File: src/rtl/pc_sequencer.sv
// ---------------------------------------------------------------------------
// pc_sequencer
// Registered program-counter unit for a single-cycle core. It owns the PC
// register, resolves the next PC from branch controls, and keeps a small
// return-address stack (RAS) for BL / RET.
//
// Ports
//   CLK, Reset            clock (rising edge), synchronous active-high reset
//   stall                 hold PC, RAS and flags this cycle
//   uncondBranch          B / BL: take pc + (imm << log2(INSTR_BYTES))
//   condBranch            CBZ/CBNZ: take the imm target if the condition holds
//   condInvert, ALUzero   condition select (0 = CBZ) and ALU zero flag
//   imm                   signed word offset
//   regBranch, regTarget  BR: jump to regTarget
//   link, ret             BL push / RET pop of the RAS
//   pc                    current PC (registered)
//   nextPC                combinational next PC (independent of stall)
//   rasEmpty              RAS holds no entries
//   rasOverflow           sticky: a push discarded the oldest entry
//   misalignFault         last PC update came from a misaligned target
//
// Build option
//   PC_ALIGN_CHECK_EN     when defined, a misaligned non-sequential target
//                         loads FAULT_VECTOR and raises misalignFault;
//                         otherwise the target low bits are cleared.
// ---------------------------------------------------------------------------
module pc_sequencer #(
    parameter int               WIDTH        = 64,
    parameter int               INSTR_BYTES  = 4,
    parameter int               RAS_DEPTH    = 4,
    parameter logic [WIDTH-1:0] RESET_VECTOR = WIDTH'(64'h0),
    parameter logic [WIDTH-1:0] FAULT_VECTOR = WIDTH'(64'h100)
) (
    input  logic             CLK,
    input  logic             Reset,
    input  logic             stall,
    input  logic             uncondBranch,
    input  logic             condBranch,
    input  logic             condInvert,
    input  logic             ALUzero,
    input  logic [WIDTH-1:0] imm,
    input  logic             regBranch,
    input  logic [WIDTH-1:0] regTarget,
    input  logic             link,
    input  logic             ret,
    output logic [WIDTH-1:0] pc,
    output logic [WIDTH-1:0] nextPC,
    output logic             rasEmpty,
    output logic             rasOverflow,
    output logic             misalignFault
);

    localparam int SHIFT = $clog2(INSTR_BYTES);
    localparam int PTR_W = $clog2(RAS_DEPTH);
    localparam int CNT_W = PTR_W + 1;
    localparam logic [WIDTH-1:0] ALIGN_MASK = WIDTH'(INSTR_BYTES - 1);
    localparam logic [CNT_W-1:0] CNT_FULL   = CNT_W'(RAS_DEPTH);

    logic [WIDTH-1:0] pc_r;
    logic [WIDTH-1:0] ras_r [RAS_DEPTH];
    logic [PTR_W-1:0] top_r;
    logic [CNT_W-1:0] cnt_r;
    logic             ovf_r;
    logic             mis_r;

    logic [WIDTH-1:0] seq_s;
    logic [WIDTH-1:0] tgt_s;
    logic [WIDTH-1:0] raw_s;
    logic [WIDTH-1:0] next_s;
    logic [PTR_W-1:0] top_inc_s;
    logic             taken_s;
    logic             jump_s;
    logic             ras_has_s;
    logic             fault_s;
    logic             push_s;
    logic             pop_s;
    logic             swap_s;

    assign seq_s     = pc_r + WIDTH'(INSTR_BYTES);
    assign tgt_s     = pc_r + (imm << SHIFT);
    assign taken_s   = condBranch & (ALUzero ^ condInvert);
    assign ras_has_s = (cnt_r != {CNT_W{1'b0}});
    assign top_inc_s = top_r + PTR_W'(1);

    // RAS operation decode; link+ret together replaces the top in place
    assign push_s = link & ~ret;
    assign pop_s  = ret & ~link & ras_has_s;
    assign swap_s = link & ret;

    // Next-PC priority: ret > regBranch > uncondBranch > taken > sequential
    always_comb begin
        raw_s  = seq_s;
        jump_s = 1'b0;
        if (ret) begin
            jump_s = 1'b1;
            raw_s  = ras_has_s ? ras_r[top_r] : regTarget;
        end else if (regBranch) begin
            jump_s = 1'b1;
            raw_s  = regTarget;
        end else if (uncondBranch || taken_s) begin
            jump_s = 1'b1;
            raw_s  = tgt_s;
        end else begin
            jump_s = 1'b0;
            raw_s  = seq_s;
        end
    end

`ifdef PC_ALIGN_CHECK_EN
    logic misaligned_s;
    assign misaligned_s = jump_s & ((raw_s & ALIGN_MASK) != {WIDTH{1'b0}});

    // Misaligned jump targets divert to the fault handler
    always_comb begin
        next_s  = raw_s;
        fault_s = 1'b0;
        if (misaligned_s) begin
            next_s  = FAULT_VECTOR;
            fault_s = 1'b1;
        end else begin
            next_s  = raw_s;
            fault_s = 1'b0;
        end
    end
`else
    // Jump targets are silently aligned down to an instruction boundary
    always_comb begin
        next_s  = seq_s;
        fault_s = 1'b0;
        if (jump_s) begin
            next_s = raw_s & ~ALIGN_MASK;
        end else begin
            next_s = seq_s;
        end
    end
`endif

    // PC, RAS and status registers; stall freezes everything
    always_ff @(posedge CLK) begin
        if (Reset) begin
            pc_r  <= RESET_VECTOR;
            top_r <= {PTR_W{1'b0}};
            cnt_r <= {CNT_W{1'b0}};
            ovf_r <= 1'b0;
            mis_r <= 1'b0;
            for (int i = 0; i < RAS_DEPTH; i++) begin
                ras_r[i] <= {WIDTH{1'b0}};
            end
        end else if (!stall) begin
            pc_r  <= next_s;
            mis_r <= fault_s;
            if (push_s) begin
                // Circular buffer: when full the new entry lands on the oldest
                ras_r[top_inc_s] <= seq_s;
                top_r            <= top_inc_s;
                if (cnt_r == CNT_FULL) begin
                    ovf_r <= 1'b1;
                end else begin
                    cnt_r <= cnt_r + CNT_W'(1);
                end
            end else if (pop_s) begin
                cnt_r <= cnt_r - CNT_W'(1);
                top_r <= top_r - PTR_W'(1);
            end else if (swap_s) begin
                ras_r[top_r] <= seq_s;
                if (!ras_has_s) begin
                    cnt_r <= CNT_W'(1);
                end
            end
        end
    end

    assign pc            = pc_r;
    assign nextPC        = next_s;
    assign rasEmpty      = ~ras_has_s;
    assign rasOverflow   = ovf_r;
    assign misalignFault = mis_r;

endmodule

File: config.mk
export PLATFORM = sky130hd
export DESIGN_NAME = pc_sequencer
export DESIGN_NICKNAME = d
export VERILOG_FILES = /design/src/rtl/pc_sequencer.sv
export SDC_FILE = /design/constraint.sdc
export NUM_CORES = 1
export LEC_CHECK = 0
export ABC_AREA = 1
export CAP_MARGIN = 0
export CORE_MARGIN = 2
export CORE_UTILIZATION = 31
export CTS_CLUSTER_SIZE = 8
export DETAILED_ROUTE_END_ITERATION = 12
export GPL_ROUTABILITY_DRIVEN = 0
export GPL_TIMING_DRIVEN = 0
export PLACE_DENSITY_LB_ADDON = 0.05
export SYNTH_ARGS = -nofsm -noshare
export SYNTH_HDL_FRONTEND = slang
export SYNTH_SLANG_ARGS = --single-unit
File: constraint.sdc
create_clock -name CLK -period 17.5 [get_ports CLK]
set_clock_uncertainty 0.15 [all_clocks]
set_input_delay 2.625 -clock CLK [delete_from_list [all_inputs] [get_ports CLK]]
set_output_delay 2.625 -clock CLK [all_outputs]
set_load 0.1 [all_outputs]
==> flow_summary.ini <==
[layout]
drive_above_1_share_pct = 3.71
finalInstanceArea_sq_mm = 0.0286
syn2layout_area_growth_pct = 23.3
finalNetCount = 3971
final_util_pct = 38.5
stdcell_count = 4768
antenna_cells = 0
fill_cells = 8216

[yosys]
ys_seq_area_share_pct = 38.3
synth-warning-count = 0
avgSynthCellArea_sq_um = 6.74
synth-edff-count = 248
ys.flop_type = edfxtp_1
synthCells = 3447
synth_seq_cells = 320
synth_fp_nets = 3651
synth_area_sq_mm = 0.0232
synth.distinct_cells = 53
async_reset_ff_share_pct = 0

[floorplan]
core_sq_mm = 0.0743
initial_core_util_pct = 31.2
die_h_um = 278
pin_count = 269
rows = 100
dieWidth_um = 278
die_area_sq_mm = 0.0771

[timing]
slew_headroom_pct = 20.9
drv_slew = 0
period_minus_slack_ns = 9.77
finalHoldViolCount = 0
grt_setup_unrepaired = false
period_share_pct = 55.8
tightestPinTransition_ns = 1.19
timing.fmax_mhz = 102
setup_violations = 0
setup_tns_ns = 0
fin_ws_ns = 7.73

[critical_path]
slowest_delay_ns = 1.17
crit_top_cell = nand2_1
critPathSlowestCell = clkdlybuf4s50_1
crit_chain = clkdlybuf4s50_1, ha_1, fa_1, nand3_1, nand2_1, nand2_1, nand2_1, nand3_1, nand2_1, nand2_1, nand2_1, nand2_1, nand3_1, nand2_1, nand2_1, nand2_1, clkdlybuf4s50_1
ff2ff_setup_slack_ns = 13.58
worstSetupPathType = input pin to output port
worstSetupEndpointType = output port
crit_required_ns = 14.73
start_kind = input pin
arrival_ns = 7.00
critical_path.max_fanout = 5

[placement]
dp_slack_ns = 7.76
hpwl_mm = 99.5
postPlaceCellArea_sq_mm = 0.0272
dpl.cell_count = 4687
portBuffers = 260

[detailed_routing]
drc = 0
drt_first_pass_iters = 6
drtIter0Drc = 2858
ant_nets = 0
vias = 24847
wl_per_cell_um = 25.8
viasPerCell = 5.21
routed_wl_mm = 123

[power_and_ir_drop]
p_per_area_mw_per_mm2 = 98.3
p_sw_share_pct = 42.3
pwr-share-clk_pct = 31.7
p_int_uw = 1620
p_sw_uw = 1190
p_comb_share_pct = 35.3
seq_power_share_pct = 33.0
p_leak_uw = 0.0129
ir_worst_vdd_v = 0.0000743

[clocking]
post-cts-setup-buffers = 0
clock-root-buffer = clkbuf_16
cts_tree = yes
ctsHtreeMaxLevel = 2
cts_buffers = 47
clk_latency_ns = 0.62
cts_hold_buffers = 0
cts_resized = 0
cts_buffer_depth = 3
cts_sinks = 320
cts.reportedPaths.clkPinSlew_ns = 0.05

[flow_run]
drv_cap = 0

[grt]
grt_max_degree = 48
gr-total-overflow = 0
antenna_found_initial = 4
grt_pass1_wl_mm = 174
grt_pass1_vias = 23904
grt_usage_pct = 31.3

[min_path]
holdCritPathClass = flop to flop

[status]
outcome = completed
==> final timing paths <==
kind	startpoint	endpoint	depth (start not counted)
worst min-delay path	pc[1]	pc[1]	2
worst min register to register	pc[1]	pc[1]	2
worst max register to register	pc[2]	pc[42]	15
worst max-delay path	imm[0]	nextPC[34]	17
==> through the flow <==
step	hold slack, ns	power, uW
after floorplan	0.329	1540
after global placement	0.306	1920
after detailed placement	0.314	1920
after CTS	0.322	2810
after global routing	0.341	2910
final	0.313	2820
==> metal layers <==
metal	GRT usage, %	part of all wire, %
met1	41.2	42
met2	49.6	44
met3	5.90	8.2
met4	14.5	5.1
met5	0	0.030
==> synthesized netlist by cell type (all sizes together), types with 12 or more instances <==
master  number  share of area, %
nand3      204               4.5
o211ai      52               1.7
inv        564               9.1
nor2       607                10
ha          65               3.5
o221ai      50               1.9
xor2        50               1.9
a21oi      140               3.0
dfxtp       72               6.2
nor3        68               1.8
buf         25              0.56
nand2      903                15
nand4       28              0.75
xnor2       12              0.45
o21ai      201               4.3
edfxtp     248                32
clkbuf     100               1.6
==> area by class of cell <==
| type | count | area, sq um | area share [%] |
|---|---|---|---|
| well taps | 969 | 1210 | 4.24 |
| repair buffers | 271 | 2780 | 9.69 |
| clock buffers | 75 | 1280 | 4.48 |
| clock inverters | 6 | 109 | 0.380 |
| plain buffers | 125 | 505 | 1.77 |
| inverters | 567 | 2130 | 7.44 |
| multi-input cells | 2435 | 11700 | 41.0 |
| flip-flops and latches | 320 | 8890 | 31.0 |
==> cells in the final DEF (no fill, tap or decap), types with 47 or more instances in the layout <==
master             n
xor2_1            50
edfxtp_1         248
nor3_1            54
o221ai_1          50
o211ai_1          52
clkbuf_1         128
ha_1              65
clkdlybuf4s50_1  260
inv_1            555
a21oi_1          140
o21ai_0          178
nor2_1           596
nand2_1          892
nand3_1          201
clkbuf_16         47
dfxtp_1           72
==> power by group through the flow <==
stage	Combinational (uW)	Sequential, uW	Clock (uW)
after global routing	1040	931	931
final	994	929	892
after detailed placement	980	943	0
after global placement	972	951	0
after floorplan	529	1010	0
after CTS	984	927	901
==> critical path, delay by kind of cell <==
| kind | cells | cell delay, ns |
|---|---|---|
| and+or+nand+nor | 13 | 2.03 |
| buffers and inverters | 2 | 1.60 |
| adders and majority gates | 2 | 0.71 |
==> registers in the layout (all words and copies together) (netlist names), named ones only <==
signal,flops
ras_r,248
cnt_r,3
top_r,2
pc,64
rasOverflow,1
==> cell families (layout without fill, tap and decap cells) <==
kind of cell               Yosys count  after routing  synth area share (%)
and+or+nand+nor                   1828           1828                  32.4
buffers and inverters              692           1044                  11.3
AOI/OAI and AO/OA                  477            477                  12.0
DFF                                320            320                  38.3
adders and majority gates           66             66                  3.59
xor gates and xnor gates            62             62                  2.34
other                                1              1                0.0161
muxes                                1              1                0.0431
Note: power is estimated with default switching activity, not from simulation.
